## config.mk

```make
export PLATFORM = sky130hd
export DESIGN_NAME = serial_adder_seq
export DESIGN_NICKNAME = d
export VERILOG_FILES = /design/src/rtl/serial_adder_seq.sv
export SDC_FILE = /design/constraint.sdc
export NUM_CORES = 1
export LEC_CHECK = 0
export BUFFER_PORTS_ARGS = -buffer_cell sky130_fd_sc_hd__buf_2
export CAP_MARGIN = 10
export CORE_ASPECT_RATIO = 2
export CORE_MARGIN = 2
export CORE_UTILIZATION = 55
export CTS_CLUSTER_DIAMETER = 30
export DETAILED_ROUTE_END_ITERATION = 6
export PLACE_DENSITY = 0.87
export SYNTH_ARGS = -nofsm -noshare
export SYNTH_HDL_FRONTEND = slang
export SYNTH_SLANG_ARGS = --single-unit
export TNS_END_PERCENT = 10
```

## constraint.sdc

```tcl
create_clock -name clk -period 2.82 [get_ports clk]
set_input_delay 0.141 -clock clk [delete_from_list [all_inputs] [get_ports clk]]
set_output_delay 0.141 -clock clk [all_outputs]
set_load 0.03 [all_outputs]
```

## src/rtl/serial_adder_seq.sv

```systemverilog
// Bit-serial add controller: feeds an external 1-bit full adder LSB first,
// threads the carry through a register and gathers the sum bits in parallel.
module serial_adder_seq #(
    parameter int WIDTH = 8
) (
    input  logic             clk,
    input  logic             rst,
    input  logic             start,
    input  logic [WIDTH-1:0] a,
    input  logic [WIDTH-1:0] b,
    input  logic             cin,
    output logic             ready,
    output logic             busy,
    output logic             done,
    output logic [WIDTH-1:0] sum,
    output logic             cout,
    output logic             bit_a,
    output logic             bit_b,
    output logic             bit_cin,
    input  logic             bit_sum,
    input  logic             bit_cout
);

    localparam int CW = (WIDTH > 1) ? $clog2(WIDTH) : 1;
    localparam logic [CW-1:0] LAST = CW'(WIDTH - 1);

    typedef enum logic [1:0] {IDLE, RUN, DONE} state_t;

    state_t           state;
    logic [WIDTH-1:0] a_shift;
    logic [WIDTH-1:0] b_shift;
    logic [WIDTH-1:0] result;
    logic [WIDTH-1:0] result_next;
    logic             carry;
    logic [CW-1:0]    count;

    // Each returned sum bit enters at the MSB; after WIDTH shifts bit 0 lands at bit 0.
    assign result_next = (result >> 1) | (WIDTH'(bit_sum) << (WIDTH - 1));

    assign bit_a   = busy & a_shift[0];
    assign bit_b   = busy & b_shift[0];
    assign bit_cin = busy & carry;

    always_ff @(posedge clk or posedge rst) begin
        if (rst) begin
            state   <= IDLE;
            ready   <= 1'b1;
            busy    <= 1'b0;
            done    <= 1'b0;
            sum     <= '0;
            cout    <= 1'b0;
            a_shift <= '0;
            b_shift <= '0;
            result  <= '0;
            carry   <= 1'b0;
            count   <= '0;
        end else begin
            case (state)
                IDLE: begin
                    if (start) begin
                        a_shift <= a;
                        b_shift <= b;
                        carry   <= cin;
                        result  <= '0;
                        count   <= '0;
                        state   <= RUN;
                        ready   <= 1'b0;
                        busy    <= 1'b1;
                    end
                end
                RUN: begin
                    a_shift <= a_shift >> 1;
                    b_shift <= b_shift >> 1;
                    carry   <= bit_cout;
                    result  <= result_next;
                    count   <= count + CW'(1);
                    // sum/cout are only ever updated here, so they never show partial values
                    if (count == LAST) begin
                        sum   <= result_next;
                        cout  <= bit_cout;
                        state <= DONE;
                        busy  <= 1'b0;
                        done  <= 1'b1;
                    end
                end
                DONE: begin
                    done  <= 1'b0;
                    ready <= 1'b1;
                    state <= IDLE;
                end
                default: begin
                    state <= IDLE;
                    ready <= 1'b1;
                    busy  <= 1'b0;
                    done  <= 1'b0;
                end
            endcase
        end
    end

endmodule

```

==> summary.txt <==
Timing
  • Hold_ws: 0.0930 ns
  • Fin crit period: 1.88 ns
  • RSZ-0062 raised after global routing: false
  • Final hold vios: 0
  • Setup Skew: 0.00617 ns
  • Slew headroom: 0.526
  • Final setup violating endpoints: 0
  • Worst Tran Pin Value: 0.711 ns
  • Tcrit/Tclk final: 0.665
  • Peak Freq: 0.533 GHz
  • Setup TNS: 0 ns
  • Pins Over Slew Limit: 0

Global routing
  • Largest net degree at the start of global routing: 25
  • GRT Residual Overflow: 0
  • Total GRT Usage: 0.245
  • Vias in the first global route: 1454
  • Initial antenna violation count: 0
  • First-pass GRT wire length: 6870 microns

Route
  • DRT Pass-1 Iters: 4
  • Antenna-violating nets left: 0
  • Initial DRC Count: 40
  • Via count: 1366
  • DRC viols: 0
  • Routed vias/inst: 5.89
  • Total Routed Length: 3970 microns
  • DR WL/cell: 17.1 microns

Placed design
  • RePlAce Congestion: 0.820
  • Placed cells: 223
  • Dpl hpwl: 2720 microns
  • Port Buffers: 36

Finish
  • N_diodes: 0
  • Layout cells sized above 1: 0.299
  • Layout area overhead: 17.9%
  • Layout Nets: 224
  • Finished Layout Cells: 232

Floorplanning
  • Placeable Area: 3190 sq um
  • Full die area: 3860 sq um
  • Chip width: 44.9 microns
  • Die Ht: 85.9 microns
  • Rows: 29
  • Initial Util: 0.577
  • I/O pin total: 37

Worst setup path
  • CP Depth: 3
  • CP Capture Type: flop
  • CP max-delay cell: dfrtp_1
  • Worst r2r src: state[1]$_DFFE_PP0P_
  • Setup crit start kind: flop
  • R2R cell count: 3
  • Critical Path RT: 2.99 ns
  • Crit path to: sum[1]$_DFFE_PP0P_
  • Reg-to-reg endpoint: sum[1]$_DFFE_PP0P_
  • Slowest stage delay, CP: 0.79 ns
  • Cell family with most CP delay: flip-flops
  • Crit Path Class: reg -> reg
  • Worst Path Buf+Inv: 0
  • CP max FO: 24
  • CP Launch Point: state[1]$_DFFE_PP0P_
  • CP Cell Sequence: and2b_1 > nand2_8 > mux2_4
  • CP arrival: 2.05 ns
  • Flop-to-flop setup slack: 0.94 ns

Clock network
  • # H-tree levels: 2
  • CTS tree: yes
  • Clock tree buffer depth: 2
  • TritonCTS buffer count: 5
  • CTS clk-pin slew, worst paths: 0.08 ns
  • Post-CTS setup buffer count: 0
  • Worst-Skew Late Latency: 0.29 ns
  • Sink Count: 41
  • Root buffer cell: clkbuf_8

Yosys
  • Synth Net Count: 185
  • Number of flops mapped to enable cells by yosys: 0
  • #FFs+latches synth: 41
  • Mapped Area: 1840 sq um
  • Post-synthesis sequential area ratio: 0.557
  • Syn Inst Count: 161
  • Ys Warns: 0
  • Synth Flop Type: dfrtp_1
  • Distinct cells, synth: 26
  • Async SR Flop Fraction: 1.00
  • Yosys top cell by area: dfrtp_1
  • Top post-synthesis cells by area: dfrtp_1 54%, mux2_4 7.3%, a32oi_1 5.7%, o21a_1 4.9%, a22o_1 4.3%
  • Top-area cell type share of the netlist area: 0.543
  • Syn Area/Cell: 11.4 sq um

Pwr
  • Pwr Density: 1200 nW/um^2
  • VDD IR max: 0.863 mV
  • Total leakage power: 1.11 nW

Outcome
  • Run status: complete, no violations

Run
  • Max_cap viols: 0

Min path
  • Worst Hold Class: in -> reg
## placed cells by master, fill, tap and decap left out
cell | synthesis | layout
and2_1 | 3 | 3
dfrtp_1 | 40 | 40
nor2_1 | 21 | 21
ha_1 | 2 | 2
and2b_1 | 1 | 1
buf_4 | 1 | 4
bufinv_16 | 0 | 1
clkbuf_8 | 0 | 6
nand2_8 | 1 | 1
nand2b_1 | 3 | 3
o21ai_0 | 6 | 6
a21o_1 | 1 | 1
o2bb2ai_1 | 1 | 1
mux2_4 | 9 | 9
dfstp_2 | 1 | 1
clkbuf_1 | 1 | 1
nand2_1 | 3 | 3
inv_1 | 19 | 19
o21ba_2 | 1 | 1
a311oi_1 | 3 | 3
dlygate4sd3_1 | 0 | 1
o21bai_2 | 1 | 1
a21oi_1 | 2 | 2
buf_2 | 6 | 36
nor2b_1 | 1 | 1
a22o_1 | 9 | 9
a32oi_1 | 12 | 12
o21a_1 | 12 | 12
## power by group
| group | total [W] | internal [W] | switching (W) |
|---|---|---|---|
| registers | 0.00103 | 0.000855 | 0.000177 |
| clock network | 0.000482 | 0.000289 | 0.000193 |
| logic | 0.00109 | 0.000463 | 0.000623 |
| total | 0.00260 | 0.00161 | 0.000994 |
## how the worst min path moves through the flow
stage | start | endpoint | cells after the start
after floorplan | a[7] | a_shift[7]$_DFFE_PP0P_ | 2
after global placement | rst | b_shift[3]$_DFFE_PP0P_ | 2
after detailed placement | rst | b_shift[3]$_DFFE_PP0P_ | 2
after CTS | bit_sum | sum[7]$_DFFE_PP0P_ | 2
after global routing | bit_sum | sum[7]$_DFFE_PP0P_ | 2
final | a[6] | a_shift[6]$_DFFE_PP0P_ | 3
## area by class of cell
cell class	instances	area, sq um
Inverter	19	71.3
Multi-Input combinational cell	92	699
Clock buffer	7	86.3
Clock inverter	1	30.0
Fill cell	251	1020
Sequential cell	41	1030
Timing Repair Buffer	41	220
Tap cell	31	38.8
## metal layers
metal | vias to the layer above | share of wire | global-route usage
li1 | 636 | - | -
met3 | 12 | 0.041 | 0.0463
met2 | 43 | 0.55 | 0.403
met5 | - | 0 | 0
met4 | 0 | 0.034 | 0.126
met1 | 675 | 0.37 | 0.292
## synthesized netlist by cell type (all sizes together) (4+ instances only)
| cell type | number |
|---|---|
| buf | 8 |
| a32oi | 12 |
| nand2 | 4 |
| nor2 | 21 |
| dfrtp | 40 |
| inv | 19 |
| o21a | 12 |
| o21ai | 6 |
| a22o | 9 |
| mux2 | 9 |
## registers in the layout, indices dropped and copies added, names as in the netlist, 2 cells and up
register	cells
sum	8
state	2
b_shift	8
result	7
a_shift	8
count	3
## tightest hold or removal path: stages
cell,delay [ns]
buf_2,0.09
inv_1,0.04
a311oi_1,0.07
## kinds of logic (layout without fill, tap and decap cells)
logic type	count (synthesis)	count (layout)	share of synthesized area
muxes	9	9	0.0733
AOI/OAI and AO/OA	48	48	0.205
adders and majority gates	2	2	0.0136
and+or+nand+nor	33	33	0.0876
buffers and inverters	28	68	0.0631
DFF	41	41	0.557
## timing repair
action,4_1_cts,5_1_grt
hold buffers,1,0
endpoints found under the hold margin,16,0
gates resized for setup,0,0
## metrics by stage
step | instance area [sq um] | power (W) | setup slack [ns] | utilization
floorplan | 1840 | 0.00183 | 1.45 | -
global placement | 2050 | 0.00204 | 1.04 | 0.641
detailed placement | 2050 | 0.00211 | 0.953 | 0.641
CTS | 2170 | 0.00262 | 0.958 | 0.681
global route | 2170 | 0.00277 | 0.854 | 0.681
finish | 2170 | 0.00260 | 0.944 | 0.681
Note: power is estimated with default switching activity, not from simulation.
